### config.mk
export PLATFORM = sky130hd
export DESIGN_NAME = border_pad
export DESIGN_NICKNAME = d
export VERILOG_FILES = /design/src/rtl/border_pad.sv
export SDC_FILE = /design/constraint.sdc
export NUM_CORES = 1
export LEC_CHECK = 0
export BUFFER_PORTS_ARGS = -buffer_cell sky130_fd_sc_hd__buf_4
export CORE_MARGIN = 3
export CORE_UTILIZATION = 55
export DETAILED_ROUTE_END_ITERATION = 10
export HOLD_SLACK_MARGIN = 0.08
export PLACE_DENSITY = 0.8
export REMOVE_ABC_BUFFERS = 1
export SETUP_SLACK_MARGIN = 0.3
export SLEW_MARGIN = 20
export SYNTH_ARGS = -nofsm -noshare
export SYNTH_HDL_FRONTEND = slang
export SYNTH_SLANG_ARGS = --single-unit
export TNS_END_PERCENT = 1
### constraint.sdc
create_clock -name clk -period 2.6 [get_ports clk]
set_input_delay 0.26 -clock clk [delete_from_list [all_inputs] [get_ports clk]]
set_output_delay 0.26 -clock clk [all_outputs]
set_load 0.02 [all_outputs]
### src/rtl/border_pad.sv
// Border padder: surrounds every incoming frame with PAD rows and columns of PAD_VALUE
// so a WINDOW_SIZE x WINDOW_SIZE filter downstream produces a full-size output frame.
module border_pad #(
    parameter int DATA_WIDTH   = 8,
    parameter int WINDOW_SIZE  = 3,
    parameter int FRAME_WIDTH  = 640,
    parameter int FRAME_HEIGHT = 512,
    parameter int PAD_VALUE    = 0
) (
    input  logic                  clk,
    input  logic                  rst,
    input  logic [DATA_WIDTH-1:0] s_axis_tdata,
    input  logic                  s_axis_tvalid,
    input  logic                  s_axis_tlast,
    input  logic                  s_axis_tuser,
    output logic                  s_axis_tready,
    output logic [DATA_WIDTH-1:0] m_axis_tdata,
    output logic                  m_axis_tvalid,
    output logic                  m_axis_tlast,
    output logic                  m_axis_tuser,
    input  logic                  m_axis_tready,
    output logic                  err_pulse
);
    localparam int PAD    = (WINDOW_SIZE - 1) / 2;
    localparam int OUT_W  = FRAME_WIDTH + 2 * PAD;
    localparam int COL_W  = (OUT_W > 1) ? $clog2(OUT_W) : 1;
    localparam int ROW_W  = (FRAME_HEIGHT > 1) ? $clog2(FRAME_HEIGHT) : 1;
    localparam int PROW_W = $clog2(PAD + 1);

    localparam logic [COL_W-1:0]      COL_LAST    = COL_W'(OUT_W - 1);
    localparam logic [COL_W-1:0]      COL_LEFT    = COL_W'(PAD - 1);
    localparam logic [COL_W-1:0]      COL_FIRST_A = COL_W'(PAD);
    localparam logic [COL_W-1:0]      COL_LAST_A  = COL_W'(PAD + FRAME_WIDTH - 1);
    localparam logic [ROW_W-1:0]      ROW_LAST    = ROW_W'(FRAME_HEIGHT - 1);
    localparam logic [PROW_W-1:0]     PROW_LAST   = PROW_W'(PAD - 1);
    localparam logic [DATA_WIDTH-1:0] PAD_PIX     = DATA_WIDTH'(PAD_VALUE);

    typedef enum logic [2:0] {
        S_IDLE, S_TOP, S_LEFT, S_ACTIVE, S_RIGHT, S_BOTTOM
    } state_t;

    state_t                  state_q, state_d;
    logic [COL_W-1:0]        col_q, col_d;
    logic [ROW_W-1:0]        row_q, row_d;
    logic [PROW_W-1:0]       prow_q, prow_d;
    logic                    m_valid_q, m_last_q, m_user_q;
    logic [DATA_WIDTH-1:0]   m_data_q;

    logic                    adv;
    logic                    load;
    logic [DATA_WIDTH-1:0]   load_data;
    logic                    tready_d;
    logic                    err_d;

    assign adv = !m_valid_q || m_axis_tready;

    always_comb begin
        state_d   = state_q;
        col_d     = col_q;
        row_d     = row_q;
        prow_d    = prow_q;
        load      = 1'b0;
        load_data = PAD_PIX;
        tready_d  = 1'b0;
        err_d     = 1'b0;
        case (state_q)
            S_IDLE: begin
                // Stray beats are swallowed; the frame-start beat is left for ACTIVE.
                tready_d = !s_axis_tuser;
                if (s_axis_tvalid && s_axis_tuser) state_d = S_TOP;
            end
            S_TOP, S_BOTTOM: begin
                if (adv) begin
                    load = 1'b1;
                    if (col_q == COL_LAST) begin
                        col_d = '0;
                        if (prow_q == PROW_LAST) begin
                            prow_d  = '0;
                            state_d = (state_q == S_TOP) ? S_LEFT : S_IDLE;
                        end else begin
                            prow_d = prow_q + PROW_W'(1);
                        end
                    end else begin
                        col_d = col_q + COL_W'(1);
                    end
                end
            end
            S_LEFT: begin
                if (adv) begin
                    load  = 1'b1;
                    col_d = col_q + COL_W'(1);
                    if (col_q == COL_LEFT) state_d = S_ACTIVE;
                end
            end
            S_ACTIVE: begin
                tready_d = adv;
                if (adv && s_axis_tvalid) begin
                    load      = 1'b1;
                    load_data = s_axis_tdata;
                    err_d     = (s_axis_tlast != (col_q == COL_LAST_A)) ||
                                (s_axis_tuser && ((col_q != COL_FIRST_A) || (row_q != '0)));
                    col_d     = col_q + COL_W'(1);
                    if (col_q == COL_LAST_A) state_d = S_RIGHT;
                end
            end
            S_RIGHT: begin
                if (adv) begin
                    load = 1'b1;
                    if (col_q == COL_LAST) begin
                        col_d = '0;
                        if (row_q == ROW_LAST) begin
                            row_d   = '0;
                            state_d = S_BOTTOM;
                        end else begin
                            row_d   = row_q + ROW_W'(1);
                            state_d = S_LEFT;
                        end
                    end else begin
                        col_d = col_q + COL_W'(1);
                    end
                end
            end
            default: state_d = S_IDLE;
        endcase
    end

    always_ff @(posedge clk or posedge rst) begin
        if (rst) begin
            state_q   <= S_IDLE;
            col_q     <= '0;
            row_q     <= '0;
            prow_q    <= '0;
            m_valid_q <= 1'b0;
            m_data_q  <= '0;
            m_last_q  <= 1'b0;
            m_user_q  <= 1'b0;
        end else begin
            state_q <= state_d;
            col_q   <= col_d;
            row_q   <= row_d;
            prow_q  <= prow_d;
            if (adv) begin
                m_valid_q <= load;
                m_data_q  <= load_data;
                m_last_q  <= load && (col_q == COL_LAST);
                m_user_q  <= load && (state_q == S_TOP) && (prow_q == '0) && (col_q == '0);
            end
        end
    end

    assign s_axis_tready = tready_d && !rst;
    assign err_pulse     = err_d;
    assign m_axis_tvalid = m_valid_q;
    assign m_axis_tdata  = m_data_q;
    assign m_axis_tlast  = m_last_q;
    assign m_axis_tuser  = m_user_q;

endmodule

---- After elaboration in Yosys (flattened, before gate mapping) ----
Cells that the tools add are included.
word-level totals
  ROM bits ................................ 0
  input bits .............................. 14
  register bits ........................... 34
  output and inout bits ................... 13
  bits in latches ......................... 0
  memories kept ........................... 0
  word-level logic and storage cells ...... 86
  RAM bits ................................ 0
cells by class
  add/sub/neg operators ................... 3
  multiplexer cells ....................... 28
  $lt $le $gt $ge ......................... 0
  multiply operators ...................... 0
  bitwise gates (word level) .............. 1
  shift-type cells ........................ 0
  reduce and logical (&&, ||, !) cells .... 25
  div/mod/pow operators ................... 0
  equality and inequality tests ........... 21
operators with widths
  kind                   count
  $mux 10                4
  $mux 3                 11
  $pmux 10 s3            1
  $eq 10x10->1 const B   2
  $ne 2x2->1 const B     10
  $mux 8                 2
  $pmux 3 s5             1
  $add 10x1->10 const B  1
  $logic_not 10->1       1
  $ne 10x1->1 const B    1
  $reduce_and 10->1      1
  $add 9x1->9 const B    1
  $eq 9x9->1 const B     1
  $mux 9                 1
  $reduce_bool 9->1      1
  $logic_and 1x1->1      8
  $eq 3x2->1 const B     2
  $eq 3x3->1 const B     2
  $reduce_and 3->1       2
  $mux 1                 5
  $pmux 1 s2             2
  $reduce_and 4->1       1
  $reduce_or 4->1        1
  $eq 3x1->1 const B     1
  11 further kinds       15

---- Depth between registers and ports, before layout ----
  depth in word-level cells ............... 8
  mapped depth ............................ 9
  mapped depth without buffers ............ 8

---- Worst setup path after synthesis ----
OpenSTA, ideal clock, no wires.
  kind .................................... register -> register
  start point ............................. register row_q[0]
  end point ............................... register row_q[5]
  setup slack ............................. 473 ps
  data required time ...................... 2,496 ps
  data arrival time ....................... 2,023 ps
  stages on the path, launching flop included .. 9
  clock period less this slack ............ 2,127 ps
  library setup time ...................... 104 ps
  path buffers ............................ 1
  cell sequence ........................... dfrtp_1 -> ha_1 -> and3_1 -> and3_1 -> and3_1 -> ha_1 -> clkbuf_1 -> or2_4 -> o41ai_2
between the ends
  word-level cells in the longest chain between the ends .. 2
  elaborated cells on any way between the ends .. 3
  those cells by class .................... add/sub: 1; eq/ne: 1; mux: 1
ends and longest elaborated chain
  item                                              line      RTL
  start, declared                                   44        logic [ROW_W-1:0] row_q, row_d;
  start signal, assigned                            140       row_q <= row_d;
  $add 9x1->9 / $eq 9x9->1 (equally long branches)  115, 111
  $mux 9 (*)                                        111       if (row_q == ROW_LAST) begin
Mark *: on every way between the ends. The rest lies on a longest branch, timed or not.
A chain may end at the register's enable or synchronous reset.

---- Worst setup path in the final report ----
  start point ............................. register row_q[0]
  end point ............................... register state_q[1]
between the ends
  word-level cells in the longest chain between the ends .. 5
ends and longest elaborated chain
  item                  line  RTL
  $eq 9x9->1            111
  $mux 3                111
  $mux 3                109   if (col_q == COL_LAST) begin
  $mux 3                107   if (adv) begin
  $pmux 3 s5            66    case (state_q)
  end signal, assigned  138   state_q <= state_d;
  end, declared         42    state_t state_q, state_d;
No other way between the ends. The select of a mux whose other input is x is not followed.

==> impl_summary.txt <==
----------------------------------------------------
[Worst setup path]
  Type of destination of the critical path ... flip-flop
  Maximum single-stage delay on the critical path ... 450 ps
  Kind of start point of the critical path ... flip-flop
  WP data required ... 2890 ps
  Most prevalent standard cell on the critical path ... sky130_fd_sc_hd__and3_1
  Buffer and inverter count on the worst path ... 0
  Class of the most critical setup path ... reg -> reg
  Maximum fanout count along the critical path ... 11
  CP max-delay cell ... sky130_fd_sc_hd__dfrtp_1
  CP cell instances ... ha_2, and3_1, and3_1, and3_1, ha_4, or4_1, a21oi_2, a211o_1
  Data arrival, critical path ... 2560 ps
  Cell family with most CP delay ... simple AND/OR/NAND/NOR gates

[Clocking]
  Clk buf depth ... 2
  H-tree depth ... 2
  Clock latency on the worst-skew pair ... 340 ps
  Reg clk slew, reported paths ... 120 ps
  CTS buffer count ... 5
  TritonCTS Sinks ... 33
  TritonCTS clock tree ... done
  Post CTS Setup Buffer Count ... 0
  Root Buffer ... sky130_fd_sc_hd__clkbuf_4

[Synth]
  Proportion of register bits with asynchronous set or reset after synthesis ... 100%
  Number of cells produced by synthesis ... 200
  Netlist cell types ... 40
  Number of flops mapped to enable cells by yosys ... 0
  Main synth FF type ... sky130_fd_sc_hd__dfrtp_1
  Sequential cell area fraction in the yosys report ... 45.5%
  Post-Syn Area ... 0.00182 sq mm
  Per-instance average area after synthesis ... 9.08 sq um
  Post-synthesis register bit count ... 33
  Number of warnings issued by yosys ... 0

[Power and ir drop]
  Overall power consumption ... 1220 uW
  Internal power contribution ... 849 uW
  Total power density per cell area ... 564 mW/mm^2
  Relative contribution of the clock network to total power ... 32.3%
  Leakage power ... 0.00101 uW
  Switching fraction of total power ... 30.3%
  Sequential power share ... 51.5%
  Proportion of power drawn by combinational gates ... 16.2%
  Switching component of the power ... 370 uW
  Peak supply drop ... 408 uV

[Floorplan]
  Die Area ... 0.00403 sq mm
  Floorplan die width ... 63.5 um
  Vertical die dimension ... 63.5 um
  Core Region ... 0.00310 sq mm
  Number of placement rows ... 20
  Top Ports ... 27
  Initial standard-cell utilization of the core ... 58.5%

[Timing]
  Share of the cycle needed by the critical path after routing ... 87.5%
  Slew Limit Fails ... 0
  Worst-margin pin slew ... 499 ps
  Final hold violations ... 0
  Worst Setup Slack, final ... 325 ps
  Worst hold slack ... 126 ps
  Setup-violating endpoint count in the final report ... 0
  Setup TNS ... 0 ps
  Fmax ... 0.440 GHz
  Headroom to the max-slew limit ... 66.6%
  RSZ-0062 raised after global routing ... true
  Largest clock skew in the final design ... 9.58 ps
  Minimum clock period after layout ... 2280 ps

[Final layout]
  Layout Area Growth over Synthesis ... 19.0%
  Antenna diode count ... 0
  Number of nets in the layout ... 246
  Share of cells above drive strength 1 ... 21.6%

[Place]
  Port Buffer Count ... 26
  Setup WS pre-CTS ... 282 ps
  RD Place Congestion ... 0.930
  Placed wire-length estimate after detailed placement ... 2.83 mm

[Route]
  Total wirelength of the detailed-routed design ... 4.11 mm
  Via density per instance ... 5.87
  Post-detailed-route count of antenna-violating nets ... 0
  Detailed-routing iteration count for the pre-antenna-repair pass ... 4
  Detailed-route via count ... 1592
  Avg WL per Cell ... 15.2 um
  Initial DRC Count ... 111
  DRC violations left ... 0

[Global routing]
  Via count of the first global-routing pass ... 1501
  GR met2 Demand/Resource ... 36.6%
  Global-route met1 utilization ... 27.0%
  Busiest grt layer ... met2
  Met3 Track Usage GR ... 4.81%
  Largest net degree at the start of global routing ... 34
  Total Routing Usage GR ... 21.5%
  Wire length of the first global-routing pass ... 6.86 mm
  Congestion Overflow GR ... 0
  Antenna violations before repair ... 0

[Run status]
  Status ... finished clean

[Hold path]
  Hold crit path type ... in -> reg

[Job]
  Max capacitance violation total ... 0

----------------------------------------------------
[layout make-up]
| cell class | instances | area (sq um) |
|---|---|---|
| fill | 257 | 941 |
| inverter | 6 | 22.5 |
| tap | 44 | 55.1 |
| multi-input combinational | 151 | 955 |
| timing repair buffer | 29 | 220 |
| clock buffer | 5 | 37.5 |
| sequential | 33 | 826 |
| clock inverter | 3 | 46.3 |
[registers in the layout (all words and copies together), names as in the netlist]
name	count
m_axis_tdata	8
m_axis_tvalid	1
m_axis_tuser	1
col_q	10
row_q	9
m_axis_tlast	1
state_q	3
[cells in the mapped netlist (4+ instances only)]
cell type | n | area share, %
sky130_fd_sc_hd__dfrtp_1 | 33 | 45
sky130_fd_sc_hd__o22ai_1 | 4 | 1.4
sky130_fd_sc_hd__nand3_1 | 9 | 2.5
sky130_fd_sc_hd__clkbuf_1 | 9 | 1.9
sky130_fd_sc_hd__a21oi_1 | 5 | 1.4
sky130_fd_sc_hd__a22o_1 | 8 | 3.9
sky130_fd_sc_hd__and3_1 | 7 | 2.4
sky130_fd_sc_hd__nor2_1 | 11 | 2.3
sky130_fd_sc_hd__ha_1 | 6 | 4.1
sky130_fd_sc_hd__inv_1 | 6 | 1.2
sky130_fd_sc_hd__nand2b_1 | 7 | 2.4
sky130_fd_sc_hd__nand2_1 | 30 | 6.2
sky130_fd_sc_hd__o21ai_0 | 25 | 6.9
[final timing paths]
check	start	to	slack, ps	cells after the start
worst max-delay path	row_q[0]$_DFFE_PP0P_	state_q[1]$_DFFE_PP0P_	320	8
worst min-delay path	s_axis_tdata[7]	m_axis_tdata[7]$_DFFE_PP0P_	130	2
worst max register to register	row_q[0]$_DFFE_PP0P_	state_q[1]$_DFFE_PP0P_	320	8
worst min register to register	m_axis_tuser$_DFFE_PP0P_	m_axis_tuser$_DFFE_PP0P_	500	2
max in group asynchronous	rst	col_q[2]$_DFFE_PP0P_	1730	4
min in group asynchronous	rst	m_axis_tdata[6]$_DFFE_PP0P_	570	4
[power groups by stage]
stage	Clock [uW]	Combinational (uW)	Sequential, uW
final	394	197	628
after global placement	0	187	626
after detailed placement	0	193	632
after floorplan	0	141	617
after global routing	430	225	634
after CTS	404	197	622
[per-layer routing]
metal / part of all wire (%) / vias up / wire length, um
li1: - / 771 / -
met2: 49 / 58 / 2030
met5: 0 / - / 0
met4: 1.9 / 0 / 77
met3: 5.5 / 7 / 226
met1: 43 / 756 / 1780
[metrics by stage]
stage                     cells  cell area, sq um  util (%)
after global placement      262              2040      65.8
final                       271              2160      69.7
after CTS                   271              2140      69.0
after global routing        271              2160      69.7
after detailed placement    262              2040      65.8
after floorplan             190              1780         -
[logic make-up (layout without fill, tap and decap cells)]
logic type                 Yosys count  after routing  share of synthesized area [%]
muxes                                2              2                           1.17
DFF                                 33             33                           45.5
xor gates and xnor gates             3              3                           1.45
AOI/OAI and AO/OA                   54             54                           18.8
and+or+nand+nor                     86             86                           25.6
buffers and inverters               16             43                           3.37
adders and majority gates            6              6                           4.13
[cells in the final DEF (no fill, tap or decap), types with 2 or more instances in the layout]
cell / instances
sky130_fd_sc_hd__o21ai_0: 25
sky130_fd_sc_hd__nand2b_1: 7
sky130_fd_sc_hd__clkbuf_4: 5
sky130_fd_sc_hd__nor3_1: 3
sky130_fd_sc_hd__nor2b_1: 3
sky130_fd_sc_hd__nor2_1: 11
sky130_fd_sc_hd__nor3b_2: 2
sky130_fd_sc_hd__nand4_1: 3
sky130_fd_sc_hd__a21oi_1: 4
sky130_fd_sc_hd__ha_1: 4
sky130_fd_sc_hd__and3_1: 7
sky130_fd_sc_hd__dfrtp_1: 33
sky130_fd_sc_hd__xnor2_1: 3
sky130_fd_sc_hd__inv_1: 6
sky130_fd_sc_hd__a22o_1: 8
sky130_fd_sc_hd__nand3_1: 9
sky130_fd_sc_hd__nand2_1: 30
sky130_fd_sc_hd__o22ai_1: 4
sky130_fd_sc_hd__buf_4: 28
sky130_fd_sc_hd__a31oi_1: 3
sky130_fd_sc_hd__o31ai_1: 3
[repair_timing]
| item | CTS | global route |
|---|---|---|
| endpoints found under the hold margin | 33 | 0 |
| hold buffers | 1 | 0 |
| resized for setup | 1 | 5 |
| endpoints found under the setup margin | 2 | 15 |
| pin swaps | 0 | 1 |
Power figures use the tool's default switching activity.
